## config.mk

```make
export PLATFORM = sky130hd
export DESIGN_NAME = obi_to_axi_bridge_flat
export DESIGN_NICKNAME = d
export VERILOG_FILES = /design/src/rtl/obi_to_axi_bridge_if.sv /design/src/rtl/obi_to_axi_bridge.sv /design/src/flat_wrapper.sv
export SDC_FILE = /design/constraint.sdc
export NUM_CORES = 1
export LEC_CHECK = 0
export BUFFER_PORTS_ARGS = -buffer_cell sky130_fd_sc_hd__buf_4
export CAP_MARGIN = 20
export CORE_AREA = 2 2 171 173
export CTS_BUF_LIST = sky130_fd_sc_hd__clkbuf_2
export CTS_CLUSTER_SIZE = 28
export DETAILED_ROUTE_END_ITERATION = 6
export DIE_AREA = 0 0 173 175
export MAX_ROUTING_LAYER = met4
export SYNTH_ARGS = -nofsm -noshare
export SYNTH_HDL_FRONTEND = slang
export SYNTH_SLANG_ARGS = --single-unit
```

## constraint.sdc

```tcl
create_clock -name clk_i -period 2 [get_ports clk_i]
set_input_delay 0.1 -clock clk_i [delete_from_list [all_inputs] [get_ports clk_i]]
set_output_delay 0.1 -clock clk_i [all_outputs]
set_load 0.02 [all_outputs]
```

## src/rtl/obi_to_axi_bridge_if.sv

```systemverilog
// AXI4 bus bundle (AXI_BUS) with Master/Slave modports, carrying one full
// AW/W/B/AR/R channel set.
// Handshake rule on every channel: a beat transfers on a rising clk edge
// where valid and ready are both 1. Once raised, valid and its payload stay
// stable until that edge.
interface AXI_BUS #(
  parameter int unsigned AXI_ADDR_WIDTH = 32,
  parameter int unsigned AXI_DATA_WIDTH = 32,
  parameter int unsigned AXI_ID_WIDTH   = 16,
  parameter int unsigned AXI_USER_WIDTH = 10
);
  localparam int unsigned AXI_STRB_WIDTH = AXI_DATA_WIDTH / 8;

  logic [AXI_ID_WIDTH-1:0]   aw_id;
  logic [AXI_ADDR_WIDTH-1:0] aw_addr;
  logic [7:0]                aw_len;
  logic [2:0]                aw_size;
  logic [1:0]                aw_burst;
  logic                      aw_lock;
  logic [3:0]                aw_cache;
  logic [2:0]                aw_prot;
  logic [3:0]                aw_qos;
  logic [3:0]                aw_region;
  logic [5:0]                aw_atop;
  logic [AXI_USER_WIDTH-1:0] aw_user;
  logic                      aw_valid;
  logic                      aw_ready;

  logic [AXI_DATA_WIDTH-1:0] w_data;
  logic [AXI_STRB_WIDTH-1:0] w_strb;
  logic                      w_last;
  logic [AXI_USER_WIDTH-1:0] w_user;
  logic                      w_valid;
  logic                      w_ready;

  logic [AXI_ID_WIDTH-1:0]   b_id;
  logic [1:0]                b_resp;
  logic [AXI_USER_WIDTH-1:0] b_user;
  logic                      b_valid;
  logic                      b_ready;

  logic [AXI_ID_WIDTH-1:0]   ar_id;
  logic [AXI_ADDR_WIDTH-1:0] ar_addr;
  logic [7:0]                ar_len;
  logic [2:0]                ar_size;
  logic [1:0]                ar_burst;
  logic                      ar_lock;
  logic [3:0]                ar_cache;
  logic [2:0]                ar_prot;
  logic [3:0]                ar_qos;
  logic [3:0]                ar_region;
  logic [AXI_USER_WIDTH-1:0] ar_user;
  logic                      ar_valid;
  logic                      ar_ready;

  logic [AXI_ID_WIDTH-1:0]   r_id;
  logic [AXI_DATA_WIDTH-1:0] r_data;
  logic [1:0]                r_resp;
  logic                      r_last;
  logic [AXI_USER_WIDTH-1:0] r_user;
  logic                      r_valid;
  logic                      r_ready;

  modport Master (
    output aw_id, aw_addr, aw_len, aw_size, aw_burst, aw_lock, aw_cache, aw_prot,
           aw_qos, aw_region, aw_atop, aw_user, aw_valid,
    input  aw_ready,
    output w_data, w_strb, w_last, w_user, w_valid,
    input  w_ready,
    input  b_id, b_resp, b_user, b_valid,
    output b_ready,
    output ar_id, ar_addr, ar_len, ar_size, ar_burst, ar_lock, ar_cache, ar_prot,
           ar_qos, ar_region, ar_user, ar_valid,
    input  ar_ready,
    input  r_id, r_data, r_resp, r_last, r_user, r_valid,
    output r_ready
  );

  modport Slave (
    input  aw_id, aw_addr, aw_len, aw_size, aw_burst, aw_lock, aw_cache, aw_prot,
           aw_qos, aw_region, aw_atop, aw_user, aw_valid,
    output aw_ready,
    input  w_data, w_strb, w_last, w_user, w_valid,
    output w_ready,
    output b_id, b_resp, b_user, b_valid,
    input  b_ready,
    input  ar_id, ar_addr, ar_len, ar_size, ar_burst, ar_lock, ar_cache, ar_prot,
           ar_qos, ar_region, ar_user, ar_valid,
    output ar_ready,
    output r_id, r_data, r_resp, r_last, r_user, r_valid,
    input  r_ready
  );
endinterface

```

## src/rtl/obi_to_axi_bridge.sv

```systemverilog
// OBI (cv32e40p instr/data port) to single-beat AXI4 master bridge.
// One transaction in flight; all AXI valids/readies and the OBI response are
// registered, so there is no combinational OBI->AXI valid path.
// Optional feature: define OBI_TO_AXI_ERR_EN to report SLVERR/DECERR on
// obi_err_o; without it obi_err_o is tied 0 and no response code is stored.
// Handshake rule: an AXI beat transfers on a clk edge where valid and ready
// are both 1; this bridge holds each valid and its payload until that edge.
module obi_to_axi_bridge #(
  parameter int unsigned AXI_ADDR_WIDTH = 32,
  parameter int unsigned AXI_DATA_WIDTH = 32,
  parameter int unsigned AXI_ID_WIDTH   = 16,
  parameter int unsigned AXI_USER_WIDTH = 10,
  parameter int unsigned AXI_ID         = 0,
  parameter logic [2:0]  AXI_PROT       = 3'b000
) (
  input  logic        clk_i,
  input  logic        rst_ni,
  input  logic        obi_req_i,
  output logic        obi_gnt_o,
  input  logic [31:0] obi_addr_i,
  input  logic        obi_we_i,
  input  logic [3:0]  obi_be_i,
  input  logic [31:0] obi_wdata_i,
  output logic        obi_rvalid_o,
  output logic [31:0] obi_rdata_o,
  output logic        obi_err_o,
  AXI_BUS.Master      AXI_Master
);

  typedef enum logic [2:0] {IDLE, WR, WR_B, RD_A, RD_R} state_e;

  state_e      state_q;
  logic [31:0] addr_q;
  logic [31:0] wdata_q;
  logic [3:0]  be_q;
  logic        aw_valid_q;
  logic        w_valid_q;
  logic        ar_valid_q;
  logic        b_ready_q;
  logic        r_ready_q;
  logic        rvalid_q;
  logic [31:0] rdata_q;
  logic        aw_hs;
  logic        w_hs;

  // Grant only while idle; the previous response cycle is already IDLE.
  assign obi_gnt_o = obi_req_i && (state_q == IDLE);
  assign aw_hs     = aw_valid_q && AXI_Master.aw_ready;
  assign w_hs      = w_valid_q && AXI_Master.w_ready;

  // AW channel: captured address, fixed single-beat INCR attributes.
  assign AXI_Master.aw_id     = AXI_ID_WIDTH'(AXI_ID);
  assign AXI_Master.aw_addr   = AXI_ADDR_WIDTH'(addr_q);
  assign AXI_Master.aw_len    = 8'd0;
  assign AXI_Master.aw_size   = 3'b010;
  assign AXI_Master.aw_burst  = 2'b01;
  assign AXI_Master.aw_lock   = 1'b0;
  assign AXI_Master.aw_cache  = 4'b0000;
  assign AXI_Master.aw_prot   = AXI_PROT;
  assign AXI_Master.aw_qos    = 4'd0;
  assign AXI_Master.aw_region = 4'd0;
  assign AXI_Master.aw_atop   = 6'd0;
  assign AXI_Master.aw_user   = '0;
  assign AXI_Master.aw_valid  = aw_valid_q;

  assign AXI_Master.w_data    = wdata_q;
  assign AXI_Master.w_strb    = be_q;
  assign AXI_Master.w_last    = 1'b1;
  assign AXI_Master.w_user    = '0;
  assign AXI_Master.w_valid   = w_valid_q;

  assign AXI_Master.b_ready   = b_ready_q;

  assign AXI_Master.ar_id     = AXI_ID_WIDTH'(AXI_ID);
  assign AXI_Master.ar_addr   = AXI_ADDR_WIDTH'(addr_q);
  assign AXI_Master.ar_len    = 8'd0;
  assign AXI_Master.ar_size   = 3'b010;
  assign AXI_Master.ar_burst  = 2'b01;
  assign AXI_Master.ar_lock   = 1'b0;
  assign AXI_Master.ar_cache  = 4'b0000;
  assign AXI_Master.ar_prot   = AXI_PROT;
  assign AXI_Master.ar_qos    = 4'd0;
  assign AXI_Master.ar_region = 4'd0;
  assign AXI_Master.ar_user   = '0;
  assign AXI_Master.ar_valid  = ar_valid_q;

  assign AXI_Master.r_ready   = r_ready_q;

  assign obi_rvalid_o = rvalid_q;
  assign obi_rdata_o  = rdata_q;

`ifdef OBI_TO_AXI_ERR_EN
  logic err_q;
  assign obi_err_o = err_q;

  // Error flag: resp[1] of the completing B or R beat, held until next response.
  always_ff @(posedge clk_i or negedge rst_ni) begin
    if (!rst_ni) begin
      err_q <= 1'b0;
    end else if ((state_q == WR_B) && AXI_Master.b_valid) begin
      err_q <= AXI_Master.b_resp[1];
    end else if ((state_q == RD_R) && AXI_Master.r_valid) begin
      err_q <= AXI_Master.r_resp[1];
    end
  end
`else
  assign obi_err_o = 1'b0;
`endif

  // Single-beat transfers carry no information in these fields.
  logic unused_axi;
  assign unused_axi = ^{AXI_Master.b_id, AXI_Master.b_user, AXI_Master.b_resp,
                        AXI_Master.r_id, AXI_Master.r_user, AXI_Master.r_resp,
                        AXI_Master.r_last};

  // Request/grant FSM; all AXI handshake signals and the response are registered.
  always_ff @(posedge clk_i or negedge rst_ni) begin
    if (!rst_ni) begin
      state_q    <= IDLE;
      addr_q     <= '0;
      wdata_q    <= '0;
      be_q       <= '0;
      aw_valid_q <= 1'b0;
      w_valid_q  <= 1'b0;
      ar_valid_q <= 1'b0;
      b_ready_q  <= 1'b0;
      r_ready_q  <= 1'b0;
      rvalid_q   <= 1'b0;
      rdata_q    <= '0;
    end else begin
      rvalid_q <= 1'b0;
      case (state_q)
        IDLE: begin
          if (obi_gnt_o) begin
            addr_q  <= obi_addr_i;
            wdata_q <= obi_wdata_i;
            be_q    <= obi_be_i;
            if (obi_we_i) begin
              state_q    <= WR;
              aw_valid_q <= 1'b1;
              w_valid_q  <= 1'b1;
            end else begin
              state_q    <= RD_A;
              ar_valid_q <= 1'b1;
            end
          end
        end
        WR: begin
          // AW and W complete independently; a finished channel drops its valid.
          if (aw_hs) aw_valid_q <= 1'b0;
          if (w_hs)  w_valid_q  <= 1'b0;
          if ((aw_hs || !aw_valid_q) && (w_hs || !w_valid_q)) begin
            state_q   <= WR_B;
            b_ready_q <= 1'b1;
          end
        end
        WR_B: begin
          if (AXI_Master.b_valid) begin
            state_q   <= IDLE;
            b_ready_q <= 1'b0;
            rvalid_q  <= 1'b1;
            rdata_q   <= '0;
          end
        end
        RD_A: begin
          if (AXI_Master.ar_ready) begin
            state_q    <= RD_R;
            ar_valid_q <= 1'b0;
            r_ready_q  <= 1'b1;
          end
        end
        RD_R: begin
          if (AXI_Master.r_valid) begin
            state_q   <= IDLE;
            r_ready_q <= 1'b0;
            rvalid_q  <= 1'b1;
            rdata_q   <= AXI_Master.r_data;
          end
        end
        default: state_q <= IDLE;
      endcase
    end
  end

endmodule

```

## src/flat_wrapper.sv

```systemverilog
// flat-port wrapper written by rule: the top's interface ports become plain ports
module obi_to_axi_bridge_flat 
#(
  parameter int unsigned AXI_ADDR_WIDTH = 32,
  parameter int unsigned AXI_DATA_WIDTH = 32,
  parameter int unsigned AXI_ID_WIDTH   = 16,
  parameter int unsigned AXI_USER_WIDTH = 10,
  parameter int unsigned AXI_ID         = 0,
  parameter logic [2:0]  AXI_PROT       = 3'b000
)
  (clk_i, rst_ni, obi_req_i, obi_gnt_o, obi_addr_i, obi_we_i, obi_be_i, obi_wdata_i, obi_rvalid_o, obi_rdata_o, obi_err_o, AXI_Master_aw_id, AXI_Master_aw_addr, AXI_Master_aw_len, AXI_Master_aw_size, AXI_Master_aw_burst, AXI_Master_aw_lock, AXI_Master_aw_cache, AXI_Master_aw_prot, AXI_Master_aw_qos, AXI_Master_aw_region, AXI_Master_aw_atop, AXI_Master_aw_user, AXI_Master_aw_valid, AXI_Master_aw_ready, AXI_Master_w_data, AXI_Master_w_strb, AXI_Master_w_last, AXI_Master_w_user, AXI_Master_w_valid, AXI_Master_w_ready, AXI_Master_b_id, AXI_Master_b_resp, AXI_Master_b_user, AXI_Master_b_valid, AXI_Master_b_ready, AXI_Master_ar_id, AXI_Master_ar_addr, AXI_Master_ar_len, AXI_Master_ar_size, AXI_Master_ar_burst, AXI_Master_ar_lock, AXI_Master_ar_cache, AXI_Master_ar_prot, AXI_Master_ar_qos, AXI_Master_ar_region, AXI_Master_ar_user, AXI_Master_ar_valid, AXI_Master_ar_ready, AXI_Master_r_id, AXI_Master_r_data, AXI_Master_r_resp, AXI_Master_r_last, AXI_Master_r_user, AXI_Master_r_valid, AXI_Master_r_ready);
  AXI_BUS #(.AXI_ADDR_WIDTH(AXI_ADDR_WIDTH), .AXI_DATA_WIDTH(AXI_DATA_WIDTH), .AXI_ID_WIDTH(AXI_ID_WIDTH), .AXI_USER_WIDTH(AXI_USER_WIDTH)) AXI_Master_i ();
  input  logic clk_i;
  input  logic rst_ni;
  input  logic obi_req_i;
  output logic obi_gnt_o;
  input  logic [31:0] obi_addr_i;
  input  logic obi_we_i;
  input  logic [3:0] obi_be_i;
  input  logic [31:0] obi_wdata_i;
  output logic obi_rvalid_o;
  output logic [31:0] obi_rdata_o;
  output logic obi_err_o;
  output wire logic [$bits(AXI_Master_i.aw_id)-1:0] AXI_Master_aw_id;
  output wire logic [$bits(AXI_Master_i.aw_addr)-1:0] AXI_Master_aw_addr;
  output wire logic [$bits(AXI_Master_i.aw_len)-1:0] AXI_Master_aw_len;
  output wire logic [$bits(AXI_Master_i.aw_size)-1:0] AXI_Master_aw_size;
  output wire logic [$bits(AXI_Master_i.aw_burst)-1:0] AXI_Master_aw_burst;
  output wire logic [$bits(AXI_Master_i.aw_lock)-1:0] AXI_Master_aw_lock;
  output wire logic [$bits(AXI_Master_i.aw_cache)-1:0] AXI_Master_aw_cache;
  output wire logic [$bits(AXI_Master_i.aw_prot)-1:0] AXI_Master_aw_prot;
  output wire logic [$bits(AXI_Master_i.aw_qos)-1:0] AXI_Master_aw_qos;
  output wire logic [$bits(AXI_Master_i.aw_region)-1:0] AXI_Master_aw_region;
  output wire logic [$bits(AXI_Master_i.aw_atop)-1:0] AXI_Master_aw_atop;
  output wire logic [$bits(AXI_Master_i.aw_user)-1:0] AXI_Master_aw_user;
  output wire logic [$bits(AXI_Master_i.aw_valid)-1:0] AXI_Master_aw_valid;
  input wire logic [$bits(AXI_Master_i.aw_ready)-1:0] AXI_Master_aw_ready;
  output wire logic [$bits(AXI_Master_i.w_data)-1:0] AXI_Master_w_data;
  output wire logic [$bits(AXI_Master_i.w_strb)-1:0] AXI_Master_w_strb;
  output wire logic [$bits(AXI_Master_i.w_last)-1:0] AXI_Master_w_last;
  output wire logic [$bits(AXI_Master_i.w_user)-1:0] AXI_Master_w_user;
  output wire logic [$bits(AXI_Master_i.w_valid)-1:0] AXI_Master_w_valid;
  input wire logic [$bits(AXI_Master_i.w_ready)-1:0] AXI_Master_w_ready;
  input wire logic [$bits(AXI_Master_i.b_id)-1:0] AXI_Master_b_id;
  input wire logic [$bits(AXI_Master_i.b_resp)-1:0] AXI_Master_b_resp;
  input wire logic [$bits(AXI_Master_i.b_user)-1:0] AXI_Master_b_user;
  input wire logic [$bits(AXI_Master_i.b_valid)-1:0] AXI_Master_b_valid;
  output wire logic [$bits(AXI_Master_i.b_ready)-1:0] AXI_Master_b_ready;
  output wire logic [$bits(AXI_Master_i.ar_id)-1:0] AXI_Master_ar_id;
  output wire logic [$bits(AXI_Master_i.ar_addr)-1:0] AXI_Master_ar_addr;
  output wire logic [$bits(AXI_Master_i.ar_len)-1:0] AXI_Master_ar_len;
  output wire logic [$bits(AXI_Master_i.ar_size)-1:0] AXI_Master_ar_size;
  output wire logic [$bits(AXI_Master_i.ar_burst)-1:0] AXI_Master_ar_burst;
  output wire logic [$bits(AXI_Master_i.ar_lock)-1:0] AXI_Master_ar_lock;
  output wire logic [$bits(AXI_Master_i.ar_cache)-1:0] AXI_Master_ar_cache;
  output wire logic [$bits(AXI_Master_i.ar_prot)-1:0] AXI_Master_ar_prot;
  output wire logic [$bits(AXI_Master_i.ar_qos)-1:0] AXI_Master_ar_qos;
  output wire logic [$bits(AXI_Master_i.ar_region)-1:0] AXI_Master_ar_region;
  output wire logic [$bits(AXI_Master_i.ar_user)-1:0] AXI_Master_ar_user;
  output wire logic [$bits(AXI_Master_i.ar_valid)-1:0] AXI_Master_ar_valid;
  input wire logic [$bits(AXI_Master_i.ar_ready)-1:0] AXI_Master_ar_ready;
  input wire logic [$bits(AXI_Master_i.r_id)-1:0] AXI_Master_r_id;
  input wire logic [$bits(AXI_Master_i.r_data)-1:0] AXI_Master_r_data;
  input wire logic [$bits(AXI_Master_i.r_resp)-1:0] AXI_Master_r_resp;
  input wire logic [$bits(AXI_Master_i.r_last)-1:0] AXI_Master_r_last;
  input wire logic [$bits(AXI_Master_i.r_user)-1:0] AXI_Master_r_user;
  input wire logic [$bits(AXI_Master_i.r_valid)-1:0] AXI_Master_r_valid;
  output wire logic [$bits(AXI_Master_i.r_ready)-1:0] AXI_Master_r_ready;
  assign AXI_Master_aw_id = AXI_Master_i.aw_id;
  assign AXI_Master_aw_addr = AXI_Master_i.aw_addr;
  assign AXI_Master_aw_len = AXI_Master_i.aw_len;
  assign AXI_Master_aw_size = AXI_Master_i.aw_size;
  assign AXI_Master_aw_burst = AXI_Master_i.aw_burst;
  assign AXI_Master_aw_lock = AXI_Master_i.aw_lock;
  assign AXI_Master_aw_cache = AXI_Master_i.aw_cache;
  assign AXI_Master_aw_prot = AXI_Master_i.aw_prot;
  assign AXI_Master_aw_qos = AXI_Master_i.aw_qos;
  assign AXI_Master_aw_region = AXI_Master_i.aw_region;
  assign AXI_Master_aw_atop = AXI_Master_i.aw_atop;
  assign AXI_Master_aw_user = AXI_Master_i.aw_user;
  assign AXI_Master_aw_valid = AXI_Master_i.aw_valid;
  assign AXI_Master_i.aw_ready = AXI_Master_aw_ready;
  assign AXI_Master_w_data = AXI_Master_i.w_data;
  assign AXI_Master_w_strb = AXI_Master_i.w_strb;
  assign AXI_Master_w_last = AXI_Master_i.w_last;
  assign AXI_Master_w_user = AXI_Master_i.w_user;
  assign AXI_Master_w_valid = AXI_Master_i.w_valid;
  assign AXI_Master_i.w_ready = AXI_Master_w_ready;
  assign AXI_Master_i.b_id = AXI_Master_b_id;
  assign AXI_Master_i.b_resp = AXI_Master_b_resp;
  assign AXI_Master_i.b_user = AXI_Master_b_user;
  assign AXI_Master_i.b_valid = AXI_Master_b_valid;
  assign AXI_Master_b_ready = AXI_Master_i.b_ready;
  assign AXI_Master_ar_id = AXI_Master_i.ar_id;
  assign AXI_Master_ar_addr = AXI_Master_i.ar_addr;
  assign AXI_Master_ar_len = AXI_Master_i.ar_len;
  assign AXI_Master_ar_size = AXI_Master_i.ar_size;
  assign AXI_Master_ar_burst = AXI_Master_i.ar_burst;
  assign AXI_Master_ar_lock = AXI_Master_i.ar_lock;
  assign AXI_Master_ar_cache = AXI_Master_i.ar_cache;
  assign AXI_Master_ar_prot = AXI_Master_i.ar_prot;
  assign AXI_Master_ar_qos = AXI_Master_i.ar_qos;
  assign AXI_Master_ar_region = AXI_Master_i.ar_region;
  assign AXI_Master_ar_user = AXI_Master_i.ar_user;
  assign AXI_Master_ar_valid = AXI_Master_i.ar_valid;
  assign AXI_Master_i.ar_ready = AXI_Master_ar_ready;
  assign AXI_Master_i.r_id = AXI_Master_r_id;
  assign AXI_Master_i.r_data = AXI_Master_r_data;
  assign AXI_Master_i.r_resp = AXI_Master_r_resp;
  assign AXI_Master_i.r_last = AXI_Master_r_last;
  assign AXI_Master_i.r_user = AXI_Master_r_user;
  assign AXI_Master_i.r_valid = AXI_Master_r_valid;
  assign AXI_Master_r_ready = AXI_Master_i.r_ready;
  obi_to_axi_bridge #(.AXI_ADDR_WIDTH(AXI_ADDR_WIDTH), .AXI_DATA_WIDTH(AXI_DATA_WIDTH), .AXI_ID_WIDTH(AXI_ID_WIDTH), .AXI_USER_WIDTH(AXI_USER_WIDTH), .AXI_ID(AXI_ID), .AXI_PROT(AXI_PROT)) u_core (.clk_i(clk_i), .rst_ni(rst_ni), .obi_req_i(obi_req_i), .obi_gnt_o(obi_gnt_o), .obi_addr_i(obi_addr_i), .obi_we_i(obi_we_i), .obi_be_i(obi_be_i), .obi_wdata_i(obi_wdata_i), .obi_rvalid_o(obi_rvalid_o), .obi_rdata_o(obi_rdata_o), .obi_err_o(obi_err_o), .AXI_Master(AXI_Master_i));
endmodule
```

==> flow_summary.json <==
{
  "grt-ovfl-total": 0,
  "start_util_pct": 19.8,
  "drt_iter0_drc": 81,
  "areaGrowthSynthToFinish_pct": 53.0,
  "p_per_area_mw_per_mm2": 1280,
  "finalHoldViolations": 0,
  "ys_async_sr_fraction_pct": 100,
  "fp.dieH_um": 175,
  "yosys_warnings": 0,
  "grt_pass1_vias": 4206,
  "yosysTopAreaCellShare_pct": 48.6,
  "syn-cell-area_mm2": 0.00561,
  "crit_slowest_cell": "dlygate4sd3_1",
  "tns_ns": 0,
  "synth_top_area_cell": "dfrtp_1",
  "cp_common_cell": "buf_4",
  "final_cell_area_mm2": 0.00859,
  "path_cells": "buf_4, buf_4, nor2_2, a31oi_1, o2bb2ai_1, dlygate4sd3_1",
  "clockBufferDepth": 2,
  "syn_area_per_cell_um2": 11.6,
  "wl_per_cell_um": 13.1,
  "comb_power_share_pct": 57.0,
  "cap_violations": 0,
  "cts.clk_slew.worst_paths_ns": 0.34,
  "cts_made_buffers": 9,
  "multiInputGateArea_mm2": 0.00192,
  "synth_seq_area_share_pct": 48.6,
  "cts-root-buf": "clkbuf_2",
  "switching_share_pct": 42.9,
  "fin_skew_ns": 0.0369,
  "synth_ff_type": "dfrtp_1",
  "drv_slew": 0,
  "drc": 0,
  "synthTopCellsByArea": "dfrtp_1 49%, buf_4 22%, mux2_2 13%",
  "layout.cells.non_filler": 1213,
  "num_rows": 62,
  "final_core_util_pct": 30.2,
  "setup_viol": 0,
  "die_area_mm2": 0.0303,
  "fmax_mhz": 531,
  "dp_cells": 1076,
  "numPortBuffers": 247,
  "drive_gt1_share_pct": 42.3,
  "path_class": "register to register",
  "p_leak_uw": 0.00410,
  "netlist_instances": 485,
  "synth.top_cells.by_count": "165 x buf_4, 109 x dfrtp_1, 63 x mux2_2",
  "cpPeakStageDelay_ns": 0.56,
  "die-width_um": 173,
  "ioPinCount": 433,
  "status": "finished clean",
  "power_frac_seq_pct": 33.4,
  "drt_wl_total_um": 15900,
  "gp_congestion": 0.719,
  "grt_use_total_pct": 10.5,
  "cts_tree": "yes",
  "grt_pass1_wl_um": 23600,
  "power.internal_uw": 6260,
  "cp-end-kind": "register",
  "register_area_mm2": 0.00273,
  "ir_worst_vdd_uv": 519,
  "start_kind": "register",
  "avgViaCountPerCell": 3.44,
  "fin_crit_sh_pct": 94.2,
  "synthDistinctLibCells": 26,
  "clk_latency_ns": 0.64,
  "hp-class": "input port to register",
  "coreArea_mm2": 0.0284,
  "pwr-share-clk_pct": 9.6,
  "synth_edf_count": 0,
  "switchingPower_uw": 4710,
  "first_pass_iters": 4,
  "hpwlAfterDp_um": 10500,
  "final_antenna_net_count": 0,
  "fillers": 2915,
  "grt_start_max_net_pins": 42,
  "final_nets": 988,
  "routed-via-count": 4174,
  "arrival_ns": 2.48,
  "path_max_fanout": 6,
  "synth_most_common_cell": "buf_4",
  "power.total_uw": 11000,
  "placed_area_mm2": 0.00724,
  "ys_ff_latch": 109,
  "h-tree-depth": 3,
  "antenna_found_initial": 2,
  "cts_sinks": 109,
  "rsz0062_at_grt": "yes",
  "fin_crit_ns": 1.88,
  "required_ns": 2.60
}
==> metal layers <==
metal | wire [um] | vias to the layer above | GRT usage (%)
li1 | - | 1950 | -
met1 | 6270 | 2013 | 11.9
met2 | 8410 | 196 | 18.3
met3 | 923 | 15 | 2.11
met4 | 261 | 0 | 3.95
met5 | 0 | - | -
==> critical path, delay by kind of cell (launching register included) <==
kind	cells	cell delay, ns
buffers and inverters	3	0.87
and+or+nand+nor	1	0.21
AOI/OAI and AO/OA	2	0.26
DFF	1	0.51
==> power by group through the flow <==
| stage | registers (uW) | clock network [uW] | logic (uW) |
|---|---|---|---|
| 6_report | 3660 | 1050 | 6240 |
| 5_1_grt | 3800 | 1230 | 6610 |
| 4_1_cts | 3670 | 1160 | 6310 |
| 3_5_place_dp | 3720 | 0 | 5870 |
| 3_3_place_gp | 3680 | 0 | 5820 |
| 2_1_floorplan | 4720 | 0 | 2920 |
==> state kept, by name, indices dropped and copies added (netlist names) <==
signal / flops
u_core.AXI_Master.w_strb: 4
u_core.AXI_Master.w_valid: 1
u_core.AXI_Master.ar_addr: 32
u_core.obi_rvalid_o: 1
u_core.AXI_Master.b_ready: 1
u_core.obi_rdata_o: 32
u_core.AXI_Master.r_ready: 1
u_core.state_q: 3
u_core.AXI_Master.aw_valid: 1
u_core.AXI_Master.ar_valid: 1
u_core.AXI_Master.w_data: 32
==> cells in the final DEF, fill, tap and decap left out, drive strengths merged <==
cell type,instances
o22ai,1
nand2b,3
a41o,1
a31oi,4
dlygate4sd3,110
diode,2
a21oi,3
nand2,37
o21ai,1
clkinvlp,2
buf,264
nand3b,3
inv,40
clkbuf,10
dfrtp,109
nor2,3
nor3b,1
nor4b,1
conb,128
a2bb2oi,1
bufbuf,1
o2bb2ai,2
o211ai,1
nand4,1
mux2i,32
mux2,68
==> final timing paths <==
check	from	cells past startpoint	endpoint	slack, ns
min reg2reg	u_core.obi_rdata_o[30]	2	u_core.obi_rdata_o[30]	0.54
max in group asynchronous	rst_ni	4	u_core.AXI_Master.ar_addr[6]	1.25
min in group asynchronous	rst_ni	4	u_core.AXI_Master.w_data[12]	0.50
min	AXI_Master_r_valid	3	u_core.state_q[2]	0.18
max reg2reg	u_core.state_q[1]	6	u_core.AXI_Master.aw_valid	0.12
max	u_core.state_q[1]	6	u_core.AXI_Master.aw_valid	0.12
==> logic make-up (layout without fill, tap and decap cells) <==
kind of cell / Yosys count / after routing / share of synthesized area (%)
compound gates: 14 / 14 / 1.76
buf+inv: 211 / 427 / 26.0
flops: 109 / 109 / 48.6
mux: 100 / 100 / 19.3
other cells: 2 / 130 / 0.134
simple gates: 49 / 49 / 4.17
==> timing repair <==
item | in CTS | in global routing
buffers inserted | 4 | 2
cloned | 2 | 0
pin swaps | 1 | 0
gates resized for setup | 3 | 3
setup endpoints to repair | 1 | 27
endpoints found under the hold margin | 218 | 0
hold buffers | 111 | 0
==> per-stage QoR <==
stage | setup slack, ns | hold slack, ns
after floorplan | 0.309 | -0.196
after CTS | 0.0189 | 0.0532
after global routing | -0.0204 | 0.0594
final | 0.117 | 0.180
after global placement | 0.275 | 0.120
after detailed placement | 0.263 | 0.121
==> final cells by class <==
cell class | instances | share of cell area (%)
clock inverter | 6 | 0.612
tap | 384 | 5.60
clock buffer | 10 | 0.583
inverter | 36 | 1.57
antenna | 2 | 0.0583
timing repair buffer | 375 | 37.5
multi-input combinational | 291 | 22.3
sequential | 109 | 31.8
Note: power is estimated with default switching activity, not from simulation.
